$ cat config.mk
export PLATFORM = sky130hd
export DESIGN_NAME = mesm6_mem_arbiter
export DESIGN_NICKNAME = d
export VERILOG_FILES = /design/src/rtl/mesm6_pkg.sv /design/src/rtl/mesm6_mem_arbiter.sv
export SDC_FILE = /design/constraint.sdc
export NUM_CORES = 1
export LEC_CHECK = 0
export BUFFER_PORTS_ARGS = -buffer_cell sky130_fd_sc_hd__buf_2
export CELL_PAD_IN_SITES_DETAIL_PLACEMENT = 0
export CELL_PAD_IN_SITES_GLOBAL_PLACEMENT = 2
export CORE_MARGIN = 10
export CORE_UTILIZATION = 26
export DETAILED_ROUTE_END_ITERATION = 10
export GPL_ROUTABILITY_DRIVEN = 0
export HOLD_SLACK_MARGIN = 0.15
export PLACE_DENSITY = 0.91
export SLEW_MARGIN = 0
export SYNTH_ARGS = -nofsm -noshare
export SYNTH_HDL_FRONTEND = slang
export SYNTH_SLANG_ARGS = --single-unit
export TNS_END_PERCENT = 1
$ cat constraint.sdc
create_clock -name clk -period 2.34 [get_ports clk]
set_clock_uncertainty 0.2 [all_clocks]
set_input_delay 0.468 -clock clk [delete_from_list [all_inputs] [get_ports clk]]
set_output_delay 0.468 -clock clk [all_outputs]
set_load 0.02 [all_outputs]
$ cat src/rtl/mesm6_pkg.sv
// Shared MESM-6 definitions: memory geometry and the memory arbiter's types.
// Imported by the core-side memory blocks.
package mesm6_pkg;

  localparam int MEM_ADDR_BITS = 15;
  localparam int MEM_WORD_BITS = 48;

  typedef logic [MEM_ADDR_BITS-1:0] mem_addr_t;
  typedef logic [MEM_WORD_BITS-1:0] mem_word_t;

  typedef enum logic [1:0] {
    ARB_IDLE,
    ARB_ISSUE,
    ARB_WAIT,
    ARB_DONE
  } arb_state_t;

  typedef enum logic {
    OWNER_IBUS,
    OWNER_DBUS
  } arb_owner_t;

  // Everything about the winning request that must survive past the IDLE sample.
  typedef struct packed {
    arb_owner_t owner;
    logic       write;
    logic       zero;
  } arb_req_t;

  // Data-bus word 0 is hardwired to zero and never reaches the SRAM.
  function automatic logic is_zero_addr(input mem_addr_t addr);
    return addr == '0;
  endfunction

endpackage

$ cat src/rtl/mesm6_mem_arbiter.sv
// Single-port SRAM arbiter for the MESM-6 instruction and data buses.
// dbus has priority; one access is outstanding at a time and every output is registered.
module mesm6_mem_arbiter
  import mesm6_pkg::*;
#(
  parameter int RD_LATENCY = 1
) (
  input  logic                     clk,
  input  logic                     reset,

  input  logic                     ibus_fetch,
  input  logic [MEM_ADDR_BITS-1:0] ibus_addr,
  output logic [MEM_WORD_BITS-1:0] ibus_input,
  output logic                     ibus_done,

  input  logic                     dbus_read,
  input  logic                     dbus_write,
  input  logic [MEM_ADDR_BITS-1:0] dbus_addr,
  input  logic [MEM_WORD_BITS-1:0] dbus_output,
  output logic [MEM_WORD_BITS-1:0] dbus_input,
  output logic                     dbus_done,

  output logic                     mem_en,
  output logic                     mem_we,
  output logic [MEM_ADDR_BITS-1:0] mem_addr,
  output logic [MEM_WORD_BITS-1:0] mem_wdata,
  input  logic [MEM_WORD_BITS-1:0] mem_rdata
);

  localparam int CNT_W = 2;

  arb_state_t       state;
  arb_req_t         req;
  logic [CNT_W-1:0] lat_cnt;

  always_ff @(posedge clk) begin
    // NOTE: clocked state uses non-blocking assignments only, so every register
    // in this block sees pre-edge values regardless of statement order.
    if (reset) begin
      state      <= ARB_IDLE;
      req        <= '0;
      lat_cnt    <= '0;
      ibus_done  <= 1'b0;
      dbus_done  <= 1'b0;
      mem_en     <= 1'b0;
      mem_we     <= 1'b0;
      mem_addr   <= '0;
      mem_wdata  <= '0;
      ibus_input <= '0;
      dbus_input <= '0;
    end else begin
      ibus_done <= 1'b0;
      dbus_done <= 1'b0;
      mem_en    <= 1'b0;
      mem_we    <= 1'b0;

      case (state)
        ARB_IDLE: begin
          if (dbus_read || dbus_write) begin
            req       <= '{owner: OWNER_DBUS, write: dbus_write, zero: is_zero_addr(dbus_addr)};
            mem_en    <= !is_zero_addr(dbus_addr);
            mem_we    <= dbus_write && !is_zero_addr(dbus_addr);
            mem_addr  <= dbus_addr;
            mem_wdata <= dbus_write ? dbus_output : '0;
            state     <= ARB_ISSUE;
          end else if (ibus_fetch) begin
            req       <= '{owner: OWNER_IBUS, write: 1'b0, zero: 1'b0};
            mem_en    <= 1'b1;
            mem_addr  <= ibus_addr;
            mem_wdata <= '0;
            state     <= ARB_ISSUE;
          end
        end

        // The access strobe is visible during this state.
        ARB_ISSUE: begin
          if (req.write) begin
            dbus_done <= 1'b1;
            state     <= ARB_DONE;
          end else begin
            lat_cnt <= CNT_W'(RD_LATENCY - 1);
            state   <= ARB_WAIT;
          end
        end

        ARB_WAIT: begin
          if (lat_cnt == '0) begin
            if (req.owner == OWNER_DBUS) begin
              dbus_input <= req.zero ? '0 : mem_rdata;
              dbus_done  <= 1'b1;
            end else begin
              ibus_input <= mem_rdata;
              ibus_done  <= 1'b1;
            end
            state <= ARB_DONE;
          end else begin
            lat_cnt <= lat_cnt - 1'b1;
          end
        end

        // Mandatory gap: the core drops or renews its request off the done pulse.
        ARB_DONE: state <= ARB_IDLE;

        default: state <= ARB_IDLE;
      endcase
    end
  end

endmodule

==> results of run 1 <==
## kinds of logic after synthesis
group	after synthesis	share of synthesized area [%]
compound gates	176	18.8
buf+inv	59	4.48
flops	170	55.4
simple gates	265	20.3
fa+ha+maj	5	1.02
## critical path: stages, from the launching register on
cell           delay, ns
dfxtp_2             0.33
inv_1               0.12
ha_2                0.21
o31a_2              0.21
buf_12              0.19
nor2_1              0.05
a311oi_1            0.28
dlygate4sd3_1       0.60
## layout by cell type (no fill, tap or decap), types with 2 or more instances in the layout
cell type,instances
dfxtp_1,169
inv_8,3
a21o_1,3
nand2_1,176
a21oi_1,99
clkinv_4,2
nand3b_1,49
o21ai_0,2
nor2_1,18
a311oi_1,15
or3_1,2
buf_12,6
inv_1,4
nor3_1,2
clkinvlp_4,2
buf_2,292
a22o_1,48
ha_1,4
a21oi_2,2
nor2_4,2
inv_6,4
nand2b_1,2
nor3b_1,2
clkinv_8,3
dlygate4sd3_1,127
nor4_1,3
clkbuf_16,17
buf_4,5
## sequential cells by signal, summed over array words and instances, names as in the netlist, 2 cells and up
signal,cells
req,3
mem_wdata,48
lat_cnt,2
state,2
ibus_input,48
mem_addr,15
dbus_input,48
## per-layer routing
metal	part of all wire [%]	global-route usage (%)
met1	43	18.2
met2	45	23.5
met3	10	6.80
met4	1.5	5.34
met5	0	0
## per-stage QoR
step	cell area, um^2	cells	hold slack (ns)	TNS [ns]	util, %
6_report	9780	1402	0.230	0	41.9
3_3_place_gp	7910	1243	0.236	0	33.9
3_5_place_dp	7910	1243	0.241	-0.0200	33.9
5_1_grt	9780	1402	0.235	-0.00589	41.9
4_1_cts	9760	1402	0.203	0	41.8
2_1_floorplan	6140	675	0.250	0	-
## final timing paths
path                           endpoint  slack, ns  cells after the start
max            mem_addr[2]$_SDFFE_PP0P_        0.1                      7
min                   mem_we$_SDFF_PP0_       0.23                      3
max reg2reg    mem_addr[2]$_SDFFE_PP0P_        0.1                      7
min reg2reg  dbus_input[6]$_SDFFE_PP0P_       0.25                      2
## layout make-up
cell class / instances / area, um^2 / area share [%]
Clock buffer: 17 / 425 / 4.35
Clock inverter: 15 / 155 / 1.59
Inverter: 4 / 15.0 / 0.153
Multi-Input combinational cell: 446 / 2480 / 25.4
Sequential cell: 170 / 3400 / 34.8
Tap cell: 319 / 399 / 4.08
Timing Repair Buffer: 431 / 2900 / 29.7
## power by group through the flow
stage                     Combinational, uW  Sequential (uW)  Clock (uW)
final                                  2990             3610        2760
after global routing                   3280             3670        3000
after CTS                              2990             3600        2870
after detailed placement               2720             3660           0
after global placement                 2700             3650           0
after floorplan                        1180             4180           0
## what timing repair did
item	4_1_cts	5_1_grt
endpoints found under the setup margin	0	15
hold endpoints to repair	161	0
hold buffers	127	0
resized for setup	0	6
==> qor.yml, run 1 <==
outcome:
  status: "completed"
detailed_routing:
  avgViaCountPerCell: 4.49
  wirelength_um: 23300
  wire_per_inst_um: 16.6
  drt_iter0_drc: 403
  vias: 6293
  final_antenna_net_count: 0
  drt-pass1-iter-count: 5
  drc: 0
synth:
  yosysMostFrequentCell: "nand2_1"
  synth_common_cells: "176 x nand2_1, 170 x dfxtp_1, 99 x a21oi_1"
  syn_nets: 811
  synth_cells: 675
  yosysWarningCount: 0
  yosys.area.top_type: "dfxtp_1"
  netlist_area_um2: 6140
  synth_seq_cells: 170
  yosysUniqueCellTypes: 38
  avgSynthCellArea_um2: 9.10
  synthArstFlopShare_pct: 0
  synthTopCellsByArea: "dfxtp_1 55%, nand2_1 11%, a21oi_1 8.1%"
  synth_edf_count: 0
  seq_area_frac_synth_pct: 55.4
  synth_ff_type: "dfxtp_1"
  synth_top_area_share_pct: 55.4
grt:
  grt_pass1_wl_um: 37000
  grt_pass1_vias: 6617
  grt_remaining_overflow: 0
  antenna_found_initial: 0
  grt_usage_pct: 15.2
  grt_max_degree: 65
cts:
  cts_num_sinks: 170
  htreeDepth: 4
  path_clk_slew_ns: 0.08
  cts_buffer_depth: 2
  cts_tree: "done"
  cts_buffers: 17
  root_buffer: "clkbuf_16"
  clk_latency_ns: 0.42
  post-cts-setup-buffer-count: 0
power:
  p_comb_share_pct: 31.9
  cellPowerDensity_nw_per_um2: 956
  intPower_uw: 5970
  power_uw: 9360
  p_switching_uw: 3390
  pwr-share-clk_pct: 29.5
  leakagePower_uw: 0.00434
  swShare_pct: 36.2
  ir_worst_vdd_uv: 633
  seqPwrFrac_pct: 38.6
finish:
  syn2layout_area_growth_pct: 59.2
  drive_gt1_share_pct: 32.2
  filler_cell_count: 2316
  antenna_cells: 0
  num-nets-final: 1206
sta:
  worstMarginPinSlew_ns: 1.10
  fmax_mhz: 446
  final.min_clock_period_ns: 2.24
  setup_viol: 0
  fin_crit_sh_pct: 95.7
  slew-limit-headroom_pct: 26.6
  fin_ws_ns: 0.0996
  hold_viol: 0
  slew_viol_final: 0
floorplan:
  dieArea_um2: 30200
  die_y_um: 174
  start_util_pct: 26.3
  core_area_um2: 23300
  io-pin-count: 294
  die_w_um: 174
  rows: 56
setup_path:
  critPathArrivalTime_ns: 2.41
  critical_path_required_ns: 2.51
  critPathKind: "flop to flop"
  cp-startpoint: "state[0]$_SDFFE_PP0P_"
  reg2reg_from: "state[0]$_SDFFE_PP0P_"
  cp_max_fo: 31
  start_kind: "flop"
  cp-end-kind: "flop"
job:
  max-cap-violations: 0
worst_hold_path:
  hp-start: "dbus_write"
  hp-class: "input pin to flop"
place:
  dp_hpwl_um: 15600
  detailedPlace.worstSlack_ns: -0.00536
  numPortBuffers: 293
No activity file was read; power rests on OpenSTA's default activity.
==> run 2: changes to the inputs <==
==> constraint.sdc (replaced) <==
create_clock -name clk -period 2.34 [get_ports clk]
set_clock_uncertainty 0.2 [all_clocks]
set_input_delay 0 -clock clk [delete_from_list [all_inputs] [get_ports clk]]
set_output_delay 0 -clock clk [all_outputs]
set_load 0.02 [all_outputs]
==> run 2 against run 1 <==
Net effect: cell count increased by 8.3%; register-to-register slack improved by 0.03 ns; combinational power increased by 12%; design area increased by 13%; clock power increased by 5%; via count increased by 9.4%; global-route usage increased by 1.2 points; critical path depth increased by 1; power increased by 5.7%; first-iteration DRC count increased by 2.5%; hold slack got worse by 0.057 ns; critical path type is now input pin to flop.
==> qor.yml, run 2 (synthesis gave the netlist of run 1 again) <==
outcome:
  status: "completed"
cts:
  cts_tree: "done"
  cts_buffer_depth: 2
  clk_latency_ns: 0.42
  cts_buffers: 17
  cts_num_sinks: 170
  path_clk_slew_ns: 0.08
  htreeDepth: 4
  root_buffer: "clkbuf_16"
sta:
  rsz0062_at_grt: "true"
  hold_slack_ns: 0.173
  fin_crit_sh_pct: 98.2
  hold_viol: 0
  fin_ws_ns: 0.0415
  fmax_mhz: 435
  worstMarginPinSlew_ns: 1.14
  setup_viol: 0
  slew_viol_final: 0
  final.min_clock_period_ns: 2.30
  slew-limit-headroom_pct: 23.6
grt:
  grt_util_met3_pct: 7.14
  grt_max_degree: 69
  grt_remaining_overflow: 0
  busiest_layer: "met2"
  met2_usage_pct: 26.4
  grt_usage_pct: 16.3
  grt_pass1_vias: 7307
  grt_pass1_wl_um: 40100
  met1_usage_pct: 19.1
  antenna_found_initial: 3
finish:
  drive_gt1_share_pct: 29.7
  final_common_cell: "buf_2"
  filler_cell_count: 2186
  layoutNonFillerInstCount: 1519
  reg.largest.list: "dbus_input (48), ibus_input (48), mem_wdata (48)"
  final_cell_mix: "292 x buf_2, 237 x dlygate4sd3_1, 176 x nand2_1"
  syn2layout_area_growth_pct: 79.1
  final_area_um2: 11000
  num-nets-final: 1320
place:
  detailedPlace.worstSlack_ns: 0.163
  numPortBuffers: 293
  dpl.cell_count: 1243
  place_area_um2: 7930
  dp_hpwl_um: 15500
power:
  leakagePower_uw: 0.00496
  cellPowerDensity_nw_per_um2: 898
  power_uw: 9890
  ir_worst_vdd_uv: 473
job:
  max-cap-violations: 0
setup_path:
  start_kind: "input pin"
  critPathArrivalTime_ns: 2.47
  cp_max_fo: 7
  critPathKind: "input pin to flop"
  critical_path_required_ns: 2.51
  cp-end-kind: "flop"
floorplan:
  die_y_um: 174
  die_w_um: 174
  dieArea_um2: 30200
  start_util_pct: 26.3
  io-pin-count: 294
  rows: 56
  core_area_um2: 23300
detailed_routing:
  drt_iter0_drc: 413
  drc: 0
  vias: 6884
  avgViaCountPerCell: 4.53
  wire_per_inst_um: 17.1
  wirelength_um: 25900
  drt-pass1-iter-count: 5
  final_antenna_net_count: 0
worst_hold_path:
  hp-class: "input pin to flop"
-- run 2: cell count changes in the layout (fill, tap and decap cells not counted), moves of 2 or more --
cell	before	now
dlygate4sd3_1	127	237
diode_2	0	3
clkinv_4	2	0
dlymetal6s4s_1	0	2
inv_12	0	2
inv_8	3	5
-- run 2: through the flow --
step | utilization [%] | TNS, ns
finish | 47.2 | 0
global route | 47.2 | -0.210
CTS | 46.8 | 0
detailed placement | 34.0 | 0
global placement | 34.0 | 0
floorplan | - | 0
-- run 2: path summary, 6_finish.rpt --
check,start,to,slack (ns),depth (start not counted)
max,dbus_write,mem_addr[5]$_SDFFE_PP0P_,0.04,8
min,dbus_output[15],mem_wdata[15]$_SDFFE_PP0P_,0.17,3
max reg2reg,state[1]$_SDFFE_PP0P_,mem_addr[1]$_SDFFE_PP0P_,0.13,7
min reg2reg,dbus_input[8]$_SDFFE_PP0P_,dbus_input[8]$_SDFFE_PP0P_,0.25,2
-- run 2: layout make-up --
class / count / area (um^2) / share of cell area, %
antenna: 3 / 7.51 / 0.0682
clock buffer: 17 / 425 / 3.86
clock inverter: 15 / 188 / 1.70
inverter: 4 / 15.0 / 0.136
multi-input combinational: 446 / 2500 / 22.7
sequential: 170 / 3410 / 30.9
tap: 319 / 399 / 3.63
timing repair buffer: 545 / 4070 / 37.0
-- run 2: routing by layer --
| metal | vias to the layer above | wire length (um) |
|---|---|---|
| met1 | 3221 | 11000 |
| li1 | 3348 | - |
| met4 | 0 | 454 |
| met5 | - | 0 |
| met3 | 30 | 2430 |
| met2 | 285 | 12000 |
-- run 2: worst max-delay path, stage by stage --
cell and delay [ns]:
dlygate4sd3_1 0.54, buf_2 0.17, nor2_4 0.15, buf_4 0.18, nand2_1 0.06, dlygate4sd3_1 0.56
a311oi_1 0.23, dlygate4sd3_1 0.57
-- run 2: what timing repair did --
action / 4_1_cts / 5_1_grt
gates resized for setup: 0 / 15
setup endpoints to repair: 0 / 99
hold endpoints to repair: 169 / 1
hold buffers: 238 / 1
buffers inserted: 0 / 0
-- run 2: report_power, final --
part | switching, uW | internal, uW
registers | 256 | 3360
clock network | 1440 | 1470
logic | 1910 | 1440
total | 3610 | 6280
